==> src/rtl/pc_sequencer.sv <==
// pc_sequencer: program-counter sequencer for the fetch stage.
// Holds the PC, produces PC+INSTR_BYTES, computes branch and jump redirect
// targets, and issues fetch requests under a valid/ready handshake. The
// sequencer also supports stall, halt/resume and flush-style redirects.
// Optional feature macro: ALIGN_CHECK_EN. When it is defined, a misaligned
// redirect target traps and the trap is sticky until reset. When it is
// undefined, the target is aligned down and loaded.
// INSTR_BYTES is assumed to be a power of two, so alignment is a low-bit mask.
module pc_sequencer #(
  parameter int               WIDTH       = 32,
  parameter logic [WIDTH-1:0] RESET_PC    = '0,
  parameter int               INSTR_BYTES = 4,
  parameter int               IMM_SHIFT   = 2
) (
  input  logic             clk,
  input  logic             reset,
  input  logic             stall,
  input  logic             halt,
  input  logic             resume,
  input  logic             branch_taken,
  input  logic [WIDTH-1:0] branch_pc,
  input  logic [WIDTH-1:0] sign_ext_imm,
  input  logic             jump,
  input  logic [WIDTH-1:0] jump_target,
  input  logic             req_ready,
  output logic             req_valid,
  output logic [WIDTH-1:0] pc,
  output logic [WIDTH-1:0] pc_plus4,
  output logic             redirect,
  output logic             misalign_trap
);

  localparam logic [1:0] ST_BOOT = 2'd0;
  localparam logic [1:0] ST_RUN  = 2'd1;
  localparam logic [1:0] ST_HALT = 2'd2;
  localparam logic [1:0] ST_TRAP = 2'd3;

  localparam logic [WIDTH-1:0] STEP       = WIDTH'(INSTR_BYTES);
  localparam logic [WIDTH-1:0] ALIGN_MASK = WIDTH'(INSTR_BYTES - 1);

  logic [1:0]       state;
  logic [1:0]       state_next;
  logic [WIDTH-1:0] pc_next;
  logic [WIDTH-1:0] branch_target;
  logic [WIDTH-1:0] redirect_target;
  logic             redirect_req;
  logic             redirect_next;
  logic             trap_next;

  // The shifted immediate is truncated to WIDTH and all sums wrap modulo 2^WIDTH.
  assign pc_plus4        = pc + STEP;
  assign branch_target   = branch_pc + STEP + (sign_ext_imm << IMM_SHIFT);
  assign redirect_target = jump ? jump_target : branch_target;
  assign redirect_req    = jump || branch_taken;

`ifdef ALIGN_CHECK_EN
  logic misaligned;
  assign misaligned = |(redirect_target & ALIGN_MASK);
`endif

  // Next-state, next-PC and redirect-pulse selection. Priority in RUN is
  // jump > branch > hold > advance.
  always_comb begin
    // NOTE: every output of this block gets a default first, so no path can leave one unassigned and infer a latch.
    state_next    = state;
    pc_next       = pc;
    redirect_next = 1'b0;
    trap_next     = misalign_trap;
    case (state)
      ST_BOOT: state_next = ST_RUN;
      ST_RUN: begin
        // Halt takes effect after this cycle. A redirect or an accepted
        // fetch in the same cycle still updates pc.
        if (halt) state_next = ST_HALT;
        if (redirect_req) begin
`ifdef ALIGN_CHECK_EN
          if (misaligned) begin
            state_next = ST_TRAP;
            trap_next  = 1'b1;
          end else begin
            pc_next       = redirect_target;
            redirect_next = 1'b1;
          end
`else
          pc_next       = redirect_target & ~ALIGN_MASK;
          redirect_next = 1'b1;
`endif
        end else if (req_valid && req_ready && !stall) begin
          pc_next = pc_plus4;
        end
      end
      ST_HALT: if (resume) state_next = ST_RUN;
      ST_TRAP: state_next = ST_TRAP;
    endcase
  end

  // State registers. Reset overrides every other input in its cycle.
  always_ff @(posedge clk) begin
    // NOTE: sequential state uses non-blocking assignments, so every register samples pre-edge values.
    if (reset) begin
      state     <= ST_BOOT;
      pc        <= RESET_PC;
      req_valid <= 1'b0;
      redirect  <= 1'b0;
    end else begin
      state     <= state_next;
      pc        <= pc_next;
      req_valid <= (state_next == ST_RUN);
      redirect  <= redirect_next;
    end
  end

`ifdef ALIGN_CHECK_EN
  // Sticky misalignment trap flag. Only reset clears it.
  always_ff @(posedge clk) begin
    if (reset) misalign_trap <= 1'b0;
    else       misalign_trap <= trap_next;
  end
`else
  assign misalign_trap = 1'b0;
`endif

endmodule

==> config.mk <==
export PLATFORM = sky130hd
export DESIGN_NAME = pc_sequencer
export DESIGN_NICKNAME = d
export VERILOG_FILES = /design/src/rtl/pc_sequencer.sv
export SDC_FILE = /design/constraint.sdc
export NUM_CORES = 1
export LEC_CHECK = 0
export ABC_AREA = 0
export CAP_MARGIN = 20
export CORE_MARGIN = 2
export CORE_UTILIZATION = 48
export DETAILED_ROUTE_END_ITERATION = 12
export PLACE_DENSITY = 0.87
export SYNTH_ARGS = -nofsm -noshare
export SYNTH_HDL_FRONTEND = slang
export SYNTH_SLANG_ARGS = --single-unit
==> constraint.sdc <==
create_clock -name clk -period 7.3 [get_ports clk]
set_clock_uncertainty 0.2 [all_clocks]
set_input_delay 1.46 -clock clk [delete_from_list [all_inputs] [get_ports clk]]
set_output_delay 1.46 -clock clk [all_outputs]
set_load 0.02 [all_outputs]
==> results.sh <==
export IMPL_status="complete, no violations"
export IMPL_initial_core_util=0.501
export IMPL_worstSkewPairLatency_ns=0.28
export IMPL_worst_path_max_delay_cell="sky130_fd_sc_hd__inv_1"
export IMPL_dr_first_iter_drc_count=343
export IMPL_critPathBufInv=3
export IMPL_post_layout_total_power_uw=812
export IMPL_max_slew_headroom_at_the_worst_pin=0.374
export IMPL_antenna_diode_count=0
export IMPL_cts_made_buffers=5
export IMPL_rsz0062_at_grt="false"
export IMPL_post_cts_setup_buffer_count=0
export IMPL_io_buffers=159
export IMPL_die_area_um2=9430
export IMPL_pwr_density_cell_nw_per_um2=138
export IMPL_cts_reportedPaths_clkPinSlew_ns=0.08
export IMPL_cts_htree_levels=2
export IMPL_ant_nets=0
export IMPL_tns_ns=0
export IMPL_timing_critical_path_fanout_max=29
export IMPL_timing_hold_worst_class="reg -> reg"
export IMPL_floorplan_die_width_um=97.1
export IMPL_final_core_util=0.710
export IMPL_criticalPathCategory="in -> reg"
export IMPL_finalCritPeriodShare=0.691
export IMPL_height_of_the_die_um=97.1
export IMPL_grt_pass1_wl_mm=22.4
export IMPL_post_drt_via_cell_ratio=6.05
export IMPL_synthesized_instance_count=545
export IMPL_dpl_hpwl_mm=10.8
export IMPL_grt_max_degree=31
export IMPL_timing_hold_violations_final=0
export IMPL_synthDominantAreaCellType="sky130_fd_sc_hd__ha_1"
export IMPL_share_of_post_route_cells_with_drive_strength_above_1=0.0331
export IMPL_syn_mean_instance_area_um2=7.64
export IMPL_remaining_drc_errors=0
export IMPL_layout_min_cycle_time_ns=5.04
export IMPL_rows=33
export IMPL_ctsLongestPathBuffers=2
export IMPL_fin_worst_hold_slack_ns=0.316
export IMPL_cts_tree="built"
export IMPL_worst_pin_slew_ns=0.938
export IMPL_totalWireLength_mm=13.7
export IMPL_fill_cells=686
export IMPL_synth_cell_type_count=66
export IMPL_design_portCount=171
export IMPL_cp_cell_sequence="clkdlybuf4s50_1 -> buf_4 -> inv_1 -> nand2_1 -> o21a_1 -> nor2_1 -> nand2_1 -> nand3_1 -> a21oi_1 -> a21oi_1"
export IMPL_area_growth_synth_to_final_pct=41.7
export IMPL_sequential_element_share_of_the_synthesized_area=0.164
export IMPL_max_cap_viol_count=0
export IMPL_initial_antenna_violation_count=0
export IMPL_clock_sink_count=34
export IMPL_place_gp_congestion=1.01
export IMPL_postSynth_topFlopCell="sky130_fd_sc_hd__dfxtp_1"
export IMPL_netlist_top_cells_count="sky130_fd_sc_hd__ha_1 (58), sky130_fd_sc_hd__nand2_1 (56), sky130_fd_sc_hd__nor2_1 (49), sky130_fd_sc_hd__a21oi_1 (45), sky130_fd_sc_hd__dfxtp_1 (34)"
export IMPL_final_net_count=856
export IMPL_grt_overflow_total=0
export IMPL_p_leak_uw=0.00246
export IMPL_track_usage=0.282
export IMPL_highest_attainable_clock_frequency_mhz=198
export IMPL_synth_cell_area_um2=4160
export IMPL_ys_top_cells_by_area="sky130_fd_sc_hd__ha_1 (17%), sky130_fd_sc_hd__dfxtp_1 (16%), sky130_fd_sc_hd__a21oi_1 (5.4%)"
export IMPL_drv_slew=0
export IMPL_cts_resized_gates=0
export IMPL_setup_worst_path_end_class="register"
export IMPL_ctsRootBufferMaster="sky130_fd_sc_hd__clkbuf_8"
export IMPL_slowest_delay_ns=0.72
export IMPL_first_global_vias=4576
export IMPL_cts_hold_buf=0
export IMPL_asyncSetResetFlopFracSynth=0
export IMPL_postSynthRegisterBits=34
export IMPL_max_vdd_ir_drop_uv=87.9
export IMPL_vias=4835
export IMPL_synth_most_common_cell="sky130_fd_sc_hd__ha_1"
export IMPL_coreArea_um2=8300
export IMPL_path_delay_family="simple AND/OR/NAND/NOR gates"
export IMPL_count_of_tritonroute_iterations_in_the_first_routing_pass=5
export IMPL_synth_top_area_share=0.174
export IMPL_worst_endpoint_required_ns=7.32
export IMPL_worst_ep_arrival_time_ns=5.06
export IMPL_yosys_warning_total=0
export IMPL_cp_startpoint_kind="input port"
export IMPL_routedWlPerCell_um=17.2
export IMPL_number_of_enable_type_register_cells_in_the_synthesized_netlist=0
export IMPL_setup_viol=0
-- placed cells by master, fill, tap and decap left out, drive strengths merged, types with 3 or more instances in the layout --
cell type,Yosys,routed
o21bai,7,7
o22ai,5,5
a211oi,13,13
a21oi,45,45
nand2,57,57
or3,6,6
nand4,9,9
clkbuf,16,7
nand2b,4,4
a221o,4,4
conb,1,5
xor2,21,21
a21o,11,11
nor3,9,9
dfxtp,34,34
o211ai,11,11
and4,5,5
xnor2,22,22
clkdlybuf4s50,0,159
mux2i,8,8
nor2,49,49
a211o,3,3
inv,12,12
a22o,3,3
ha,58,58
a31oi,7,7
buf,10,4
nor3b,4,4
or2,3,3
nand3,17,17
o21a,6,6
and3,15,15
o21ai,37,37
a22oi,3,3
o221ai,4,4
-- path summary, 6_finish.rpt --
kind	startpoint	to	slack, ns	cells past startpoint
hold reg to reg	pc[14]	pc[14]	0.32	2
setup / recovery	jump	pc[12]	2.26	10
hold / removal	pc[14]	pc[14]	0.32	2
setup reg to reg	pc[4]	pc[29]	4.64	7
-- area by class of cell --
cell class	instances	area (um^2)	area share
Sequential cell	34	681	0.115
Clock inverter	1	5.00	0.000849
Clock buffer	7	86.3	0.0146
Timing Repair Buffer	163	1620	0.275
Inverter	12	45.0	0.00764
Tap cell	105	131	0.0223
Multi-Input combinational cell	477	3330	0.564
-- cell families (layout without fill, tap and decap cells) --
family	Yosys count	after routing	synth area share
DFF	34	34	0.164
buffers and inverters	38	183	0.0409
and+or+nand+nor	187	187	0.222
muxes	8	8	0.0192
other	1	5	0.000901
xor gates and xnor gates	43	43	0.0923
adders and majority gates	59	59	0.179
AOI/OAI and AO/OA	175	175	0.282
-- state kept, by name, indices dropped and copies added (netlist names) --
| name | cells |
|---|---|
| pc | 30 |
| redirect | 1 |
| req_valid | 1 |
| state | 2 |
-- tightest hold or removal path, cell delays in order, from the launching register on --
cell and delay (ns):
sky130_fd_sc_hd__dfxtp_1 0.35, sky130_fd_sc_hd__nand2_1 0.07, sky130_fd_sc_hd__a21oi_1 0.06
-- metal layers --
metal | GRT usage | part of all wire
met1 | 0.360 | 0.41
met3 | 0.0439 | 0.077
met4 | 0.0748 | 0.025
met5 | 0 | 0
met2 | 0.493 | 0.49
-- stage by stage --
stage | setup WS [ns] | instance area [um^2] | cells
global placement | 2.15 | 5800 | 791
global route | 1.98 | 5900 | 799
finish | 2.26 | 5900 | 799
detailed placement | 2.08 | 5800 | 791
CTS | 2.38 | 5900 | 799
floorplan | 3.07 | 4180 | 549
-- where the power goes --
part           total [uW]  internal [uW]  switching, uW
sequential            227            202           25.6
combinational         436            206            231
clock                 148           76.2           71.8
total                 812            484            328
Note: power is estimated with default switching activity, not from simulation.
